===== config.mk =====
export PLATFORM = sky130hd
export DESIGN_NAME = exhaustive_sweep_capture_flat
export DESIGN_NICKNAME = d
export VERILOG_FILES = /design/src/rtl/exhaustive_sweep_capture_if.sv /design/src/rtl/exhaustive_sweep_capture.sv /design/src/flat_wrapper.sv
export SDC_FILE = /design/constraint.sdc
export NUM_CORES = 1
export LEC_CHECK = 0
export CAP_MARGIN = 20
export CORE_ASPECT_RATIO = 0.7
export CORE_MARGIN = 2
export CORE_UTILIZATION = 45
export DETAILED_ROUTE_END_ITERATION = 8
export GPL_TIMING_DRIVEN = 0
export MAX_ROUTING_LAYER = met4
export PLACE_DENSITY_LB_ADDON = 0.3
export SLEW_MARGIN = 30
export SYNTH_ARGS = -nofsm -noshare
export SYNTH_HDL_FRONTEND = slang
export SYNTH_SLANG_ARGS = --single-unit

===== constraint.sdc =====
create_clock -name CK -period 3.4 [get_ports CK]
set_clock_uncertainty 0.1 [all_clocks]
set_input_delay 0.51 -clock CK [delete_from_list [all_inputs] [get_ports CK]]
set_output_delay 0.51 -clock CK [all_outputs]
set_load 0.05 [all_outputs]

===== src/rtl/exhaustive_sweep_capture_if.sv =====
// Stimulus/response bundle between a sweep controller and the capture stage.
// Capture outputs are registered; start/abort are level inputs sampled on the clock edge.
interface exhaustive_sweep_capture_if #(
  parameter int W = 5
);
  logic              start;
  logic              abort;
  logic              dut_out;
  logic [W-1:0]      pattern;
  logic              busy;
  logic              done;
  logic [2**W-1:0]   truth_table;
  logic [15:0]       signature;
  logic [W:0]        ones_count;

  modport master (
    output start, abort, dut_out,
    input  pattern, busy, done, truth_table, signature, ones_count
  );

  modport slave (
    input  start, abort, dut_out,
    output pattern, busy, done, truth_table, signature, ones_count
  );
endinterface


===== src/rtl/exhaustive_sweep_capture.sv =====
// Exhaustive stimulus sweep: each pattern held DWELL cycles, response sampled on the last cycle.
// Sweep takes 2^W*DWELL cycles; no backpressure, abort stops it on the next edge keeping partial results.
module exhaustive_sweep_capture #(
  parameter int          W     = 5,
  parameter int          DWELL = 2,
  parameter logic [15:0] POLY  = 16'h1021,
  parameter logic [15:0] SEED  = 16'hFFFF
) (
  input logic                  CK,
  input logic                  reset,
  exhaustive_sweep_capture_if.slave bus
);

  localparam int CW = (DWELL > 1) ? $clog2(DWELL) : 1;
  localparam logic [CW-1:0] LAST_DWELL = CW'(DWELL - 1);
  localparam logic [W-1:0]  LAST_PAT   = {W{1'b1}};

  localparam logic [1:0] S_IDLE  = 2'd0;
  localparam logic [1:0] S_DRIVE = 2'd1;
  localparam logic [1:0] S_DONE  = 2'd2;

  logic [1:0]      state;
  logic [CW-1:0]   dwell_cnt;
  logic [W-1:0]    pattern_q;
  logic            busy_q;
  logic            done_q;
  logic [2**W-1:0] table_q;
  logic [15:0]     sig_q;
  logic [W:0]      ones_q;

  logic            sample;
  logic            last_pat;
  logic [15:0]     sig_next;

  assign sample   = (dwell_cnt == LAST_DWELL);
  assign last_pat = (pattern_q == LAST_PAT);
  assign sig_next = {sig_q[14:0], 1'b0} ^ (sig_q[15] ? POLY : 16'h0000) ^ {15'b0, bus.dut_out};

  always_ff @(posedge CK or posedge reset) begin
    if (reset) begin
      state     <= S_IDLE;
      dwell_cnt <= '0;
      pattern_q <= '0;
      busy_q    <= 1'b0;
      done_q    <= 1'b0;
      table_q   <= '0;
      sig_q     <= SEED;
      ones_q    <= '0;
    end else begin
      done_q <= 1'b0;
      case (state)
        S_IDLE: begin
          if (bus.start) begin
            pattern_q <= '0;
            dwell_cnt <= '0;
            table_q   <= '0;
            sig_q     <= SEED;
            ones_q    <= '0;
            busy_q    <= 1'b1;
            state     <= S_DRIVE;
          end
        end
        S_DRIVE: begin
          // abort beats a coinciding final sample, so a cut sweep never pulses done
          if (bus.abort) begin
            busy_q <= 1'b0;
            state  <= S_IDLE;
          end else if (!sample) begin
            dwell_cnt <= dwell_cnt + CW'(1);
          end else begin
            table_q[pattern_q] <= bus.dut_out;
            ones_q             <= ones_q + {{W{1'b0}}, bus.dut_out};
            sig_q              <= sig_next;
            if (last_pat) begin
              busy_q <= 1'b0;
              done_q <= 1'b1;
              state  <= S_DONE;
            end else begin
              pattern_q <= pattern_q + W'(1);
              dwell_cnt <= '0;
            end
          end
        end
        S_DONE: begin
          state <= S_IDLE;
        end
        default: begin
          state  <= S_IDLE;
          busy_q <= 1'b0;
        end
      endcase
    end
  end

  assign bus.pattern     = pattern_q;
  assign bus.busy        = busy_q;
  assign bus.done        = done_q;
  assign bus.truth_table = table_q;
  assign bus.signature   = sig_q;
  assign bus.ones_count  = ones_q;

endmodule


===== src/flat_wrapper.sv =====
// flat-port wrapper written by rule: the top's interface ports become plain ports
module exhaustive_sweep_capture_flat 
#(
  parameter int          W     = 5,
  parameter int          DWELL = 2,
  parameter logic [15:0] POLY  = 16'h1021,
  parameter logic [15:0] SEED  = 16'hFFFF
)
  (CK, reset, bus_start, bus_abort, bus_dut_out, bus_pattern, bus_busy, bus_done, bus_truth_table, bus_signature, bus_ones_count);
  exhaustive_sweep_capture_if #(.W(W)) bus_i ();
  input logic CK;
  input logic reset;
  input wire logic [$bits(bus_i.start)-1:0] bus_start;
  input wire logic [$bits(bus_i.abort)-1:0] bus_abort;
  input wire logic [$bits(bus_i.dut_out)-1:0] bus_dut_out;
  output wire logic [$bits(bus_i.pattern)-1:0] bus_pattern;
  output wire logic [$bits(bus_i.busy)-1:0] bus_busy;
  output wire logic [$bits(bus_i.done)-1:0] bus_done;
  output wire logic [$bits(bus_i.truth_table)-1:0] bus_truth_table;
  output wire logic [$bits(bus_i.signature)-1:0] bus_signature;
  output wire logic [$bits(bus_i.ones_count)-1:0] bus_ones_count;
  assign bus_i.start = bus_start;
  assign bus_i.abort = bus_abort;
  assign bus_i.dut_out = bus_dut_out;
  assign bus_pattern = bus_i.pattern;
  assign bus_busy = bus_i.busy;
  assign bus_done = bus_i.done;
  assign bus_truth_table = bus_i.truth_table;
  assign bus_signature = bus_i.signature;
  assign bus_ones_count = bus_i.ones_count;
  exhaustive_sweep_capture #(.W(W), .DWELL(DWELL), .POLY(POLY), .SEED(SEED)) u_core (.CK(CK), .reset(reset), .bus(bus_i));
endmodule

* Word-level counts from Yosys, hierarchy flattened
Cells that the tools add are included.
W data, S select, Z words.
** Cells by class
- $add $sub $neg :: 3
- Order comparisons :: 2
- Equality and inequality tests :: 9
- Mux-type cells :: 39
- Bitwise logic cells :: 3
- Reduce and logical (&&, ||, !) cells :: 8
** Operator list (number)
- $mux W32 :: 3
- $pmux W32 S2 :: 1
- $mux W16 :: 3
- $bwmux W32 :: 1
- $pmux W16 S2 :: 1
- $mux W5 :: 4
- $mux W6 :: 3
- $xor A16 B1 Y16 :: 1
- $xor A16 B16 Y16 :: 1
- $mux W13 :: 1
- $mux W1 :: 12
- $pmux W6 S2 :: 1
- $pmux W5 S2 :: 1
- $mux W2 :: 4
- $reduce_and A4 Y1 :: 2
- $add A6 B1 Y6 :: 1
- $lt A5 B6 Y1 const B :: 1
- $ne A2 B2 Y1 const B :: 3
- $ne A3 B2 Y1 const B :: 2
- $reduce_and A3 Y1 :: 2
- $add A5 B1 Y5 const B :: 1
- $demux W1 S5 :: 1
- $eq A5 B5 Y1 const B :: 1
- $ge A5 B1 Y1 const B :: 1
- 12 further kinds :: 12
** Storage, ports and cells
- Flip-flop bits (word level) :: 64
- Input port bits :: 5
- Logic and storage cells :: 72

* Logic depth before layout (Yosys ltp)
- Word-level depth :: 8
- Depth in mapped cells :: 8

* Worst setup path before layout
OpenSTA, ideal clock, no wires.
- Kind :: flip-flop to flip-flop
- Start point :: register u_core.pattern_q[0], in the netlist u_core.bus.pattern[0]
- End point :: register u_core.pattern_q[2], in the netlist u_core.bus.pattern[2]
- Setup time :: 0.087 ns
- Arrival time :: 2.247 ns
- Data required time :: 3.213 ns
- Path slack :: 0.967 ns
- Stages on the path, launching flop included :: 9
- Buffers on the path :: 1
- Period minus slack after synthesis :: 2.433 ns
- Cell sequence :: dfrtp_1 ha_1 buf_1 inv_1 nor3_1 ha_1 nand4bb_1 or4_1 o211ai_1
** On the way
- Longest elaborated chain between the ends :: 5
- Elaborated cells between the ends (all ways) :: 8
- Those cells by class :: 1 x add/sub; 2 x eq/ne; 4 x mux; 1 x reduce/logical
** RTL lines
- from (decl) :: line exhaustive_sweep_capture.sv:24 : logic [W-1:0] pattern_q;
- from (signal assigned) :: line exhaustive_sweep_capture.sv:79 : pattern_q <= pattern_q + W'(1);
- $add A5 B1 Y5 :: line exhaustive_sweep_capture.sv:79
- $mux W5 :: line exhaustive_sweep_capture.sv:74 : if (last_pat) begin
- $mux W5 :: line exhaustive_sweep_capture.sv:68 : end else if (!sample) begin
- $mux W5 :: line exhaustive_sweep_capture.sv:65 : if (bus.abort) begin
- $pmux W5 S2 :: line exhaustive_sweep_capture.sv:51 : case (state)
Several ways; a longest one is shown, not always the timed one. The select of a mux whose other input is x is not followed.
A chain may end at the register's enable or synchronous reset.

* Final worst setup path
- Start point :: register u_core.pattern_q[0], in the netlist u_core.bus.pattern[0]
- End point :: register u_core.pattern_q[1], in the netlist u_core.bus.pattern[1]
The elaborated chain is that of the path after synthesis.

==> flow_summary.yaml <==
sta:
  min_period_ps: 2610
  fin_ws_ps: 790
  hold_viol_final: 0
  timing.fmax_mhz: 383
  slew_headroom_pct: 37.5
  fin_setup_tns_ps: 0
  setup_violations: 0
  fin_crit_sh_pct: 76.8
  max_slew.worst_pin.slew_ps: 936
  rsz0062_at_grt: "no"
  maxSlewViolCount: 0
floorplan:
  start_util_pct: 45.8
  die_width_um: 107
  die_area_mm2: 0.00807
  num_io_pins: 66
  rows: 26
  dieHeight_um: 75.8
  core_mm2: 0.00722
detailed_routing:
  wire_per_inst_um: 16.4
  dr.pass1.iters: 5
  drt-initial-drc-count: 179
  post-route-drc-count: 0
  wl_mm: 8.45
  vias: 2946
  vias_per_cell: 5.72
  postRouteAntennaNets: 0
clocking:
  cts_buffers: 9
  clockBufferDepth: 2
  clkSlewWorstSetupHoldPaths_ps: 80
  cts_root_buf: "clkbuf_8"
  cts_resized: 0
  htree_levels: 3
  cts_setup_buffers: 0
  clkSinkCount: 64
  tritoncts: "built"
  cts_hold_buf: 0
  clock_latency_ps: 350
finish:
  seqCellArea_mm2: 0.00162
  area_growth_pct: 29.9
  diodes: 0
  multi_input_area_mm2: 0.00138
  nFillCells: 653
  final_area_mm2: 0.00430
  final_nets: 424
  drive_gt1_share_pct: 10.6
logic_synthesis:
  synth_warnings: 0
  yosysSeqAreaShare_pct: 49.0
  syn-mean-instance-area_um2: 9.88
  synth_cells: 335
  syn_area_mm2: 0.00331
  synth_top_area_share_pct: 36.3
  ys_types: 43
  syn-num-nets: 347
  synth_area_leaders: "dfrtp_1 36%, dfstp_2 13%, a221o_1 8.5%"
  yosys.area.top_type: "dfrtp_1"
  ys_ff_latch: 64
run_status:
  outcome: "complete, no violations"
global_route:
  grt_pass1_vias: 2603
  overflow: 0
  grt_pass1_wl_mm: 13.3
  grt_max_degree: 39
  grt_usage_pct: 22.3
  antenna_found_initial: 0
place:
  port_buffers: 65
  place_ws_ps: 800
  dpl.hpwl_mm: 5.81
  place_area_mm2: 0.00411
  gp_congestion: 0.843
pwr:
  powerDensity_mw_per_mm2: 888
  ir_drop_uv: 428
  leakagePower_nw: 1.81
critical_path:
  end_kind: "flip-flop"
  crit_arrival_ps: 2770
  crit_fanout: 10
  startpoint_type: "flip-flop"
  required_ps: 3560
  crit_type: "flip-flop to flip-flop"
  r2r_cells: 8
hold_path:
  min_path_type: "flip-flop to flip-flop"
  holdPathStages: 2
flow_run:
  maxCapViolations: 0
==> worst max-delay path, cell delays in order, from the launching register on <==
cell,delay (ps)
dfrtp_1,440
ha_1,210
buf_1,230
inv_1,160
nor3_1,60
ha_1,230
nand4bb_1,360
a21oi_1,460
mux2i_1,270
==> final cells by class <==
class                   count  area share, %
plain buffers              33           3.70
clock buffers               9           2.88
clock inverters             7           1.63
inverters                  40           3.55
multi-input cells         198           32.1
flip-flops and latches     64           37.7
well taps                  98           2.85
repair buffers             66           15.6
==> cells in the mapped netlist <==
cell type	number
dfrtp_1	48
inv_1	40
a211oi_1	28
a221o_1	28
o21ai_0	22
nand3_1	21
nor2_1	18
dfstp_2	16
clkbuf_1	15
buf_1	10
nand2_1	8
ha_1	7
and3_1	6
a21oi_1	5
nor3_1	5
o22ai_1	5
a22oi_1	4
buf_2	4
buf_6	4
and3b_1	3
mux2i_1	3
nand4bb_1	3
nor3b_1	3
xor2_1	3
a2bb2oi_1	2
and2_1	2
nand2b_1	2
nand4b_1	2
nor2b_1	2
o211ai_1	2
or4_1	2
a211o_1	1
a21boi_0	1
a21o_1	1
a221oi_1	1
a22o_1	1
and2_4	1
and4bb_2	1
nand3b_1	1
nand4_1	1
or2b_1	1
or3_1	1
or3b_1	1
==> layer usage <==
layer	part of all wire [%]	GRT usage [%]
met5	0	-
met4	1.4	6.20
met3	5.3	5.47
met2	44	31.3
met1	50	32.2
==> through the flow <==
| step | hold slack (ps) | utilization (%) | cells | total power [mW] |
|---|---|---|---|---|
| CTS | 402 | 59.5 | 515 | 3.82 |
| global placement | 385 | 56.5 | 498 | 3.13 |
| global route | 425 | 59.5 | 515 | 4.00 |
| floorplan | 466 | - | 335 | 2.54 |
| detailed placement | 392 | 56.9 | 499 | 3.17 |
| finish | 400 | 59.5 | 515 | 3.82 |
==> flip-flops by register name, indices dropped and copies added (netlist names) <==
signal / count
u_core.bus.busy: 1
u_core.bus.done: 1
u_core.bus.ones_count: 6
u_core.bus.pattern: 5
u_core.bus.signature: 16
u_core.bus.truth_table: 32
u_core.dwell_cnt: 1
u_core.state: 2
==> cell families (layout without fill, tap and decap cells) <==
group                    after synthesis  after routing  share of synthesized area (%)
AND/OR/NAND/NOR                       84             84                           14.4
multiplexers                           3              3                          0.907
buffers and inverters                 73            155                           9.33
adder cells (fa/ha/maj)                7              7                           2.65
AO/OA/AOI/OAI                        101            101                           23.0
XOR/XNOR                               3              3                          0.794
flip-flops                            64             64                           49.0
==> power by group <==
group / leakage, nW / switching [mW] / internal, mW / total [mW]
logic: 0.900 / 1.25 / 0.649 / 1.90
clock network: 0.104 / 0.317 / 0.339 / 0.656
registers: 0.805 / 0.217 / 1.04 / 1.26
==> final timing paths <==
kind / from / slack, ps / endpoint
worst max-delay path: u_core.bus.pattern[0] / 790 / u_core.bus.pattern[1]
worst min-delay path: u_core.bus.signature[2] / 400 / u_core.bus.signature[2]
worst max register to register: u_core.bus.pattern[0] / 790 / u_core.bus.pattern[1]
worst min register to register: u_core.bus.signature[2] / 400 / u_core.bus.signature[2]
max in group asynchronous: reset / 2250 / u_core.bus.pattern[4]
min in group asynchronous: reset / 440 / u_core.bus.truth_table[1]
==> placed cells by master (no fill, tap or decap), types with 8 or more instances in the layout <==
| cell type | count |
|---|---|
| clkdlybuf4s50_1 | 65 |
| dfrtp_1 | 48 |
| inv_1 | 39 |
| a211oi_1 | 28 |
| a221o_1 | 28 |
| o21ai_0 | 22 |
| nand3_1 | 21 |
| nor2_1 | 18 |
| dfstp_2 | 16 |
| clkbuf_1 | 15 |
| buf_1 | 10 |
| clkbuf_8 | 9 |
| nand2_1 | 8 |
Note: power is estimated with default switching activity, not from simulation.
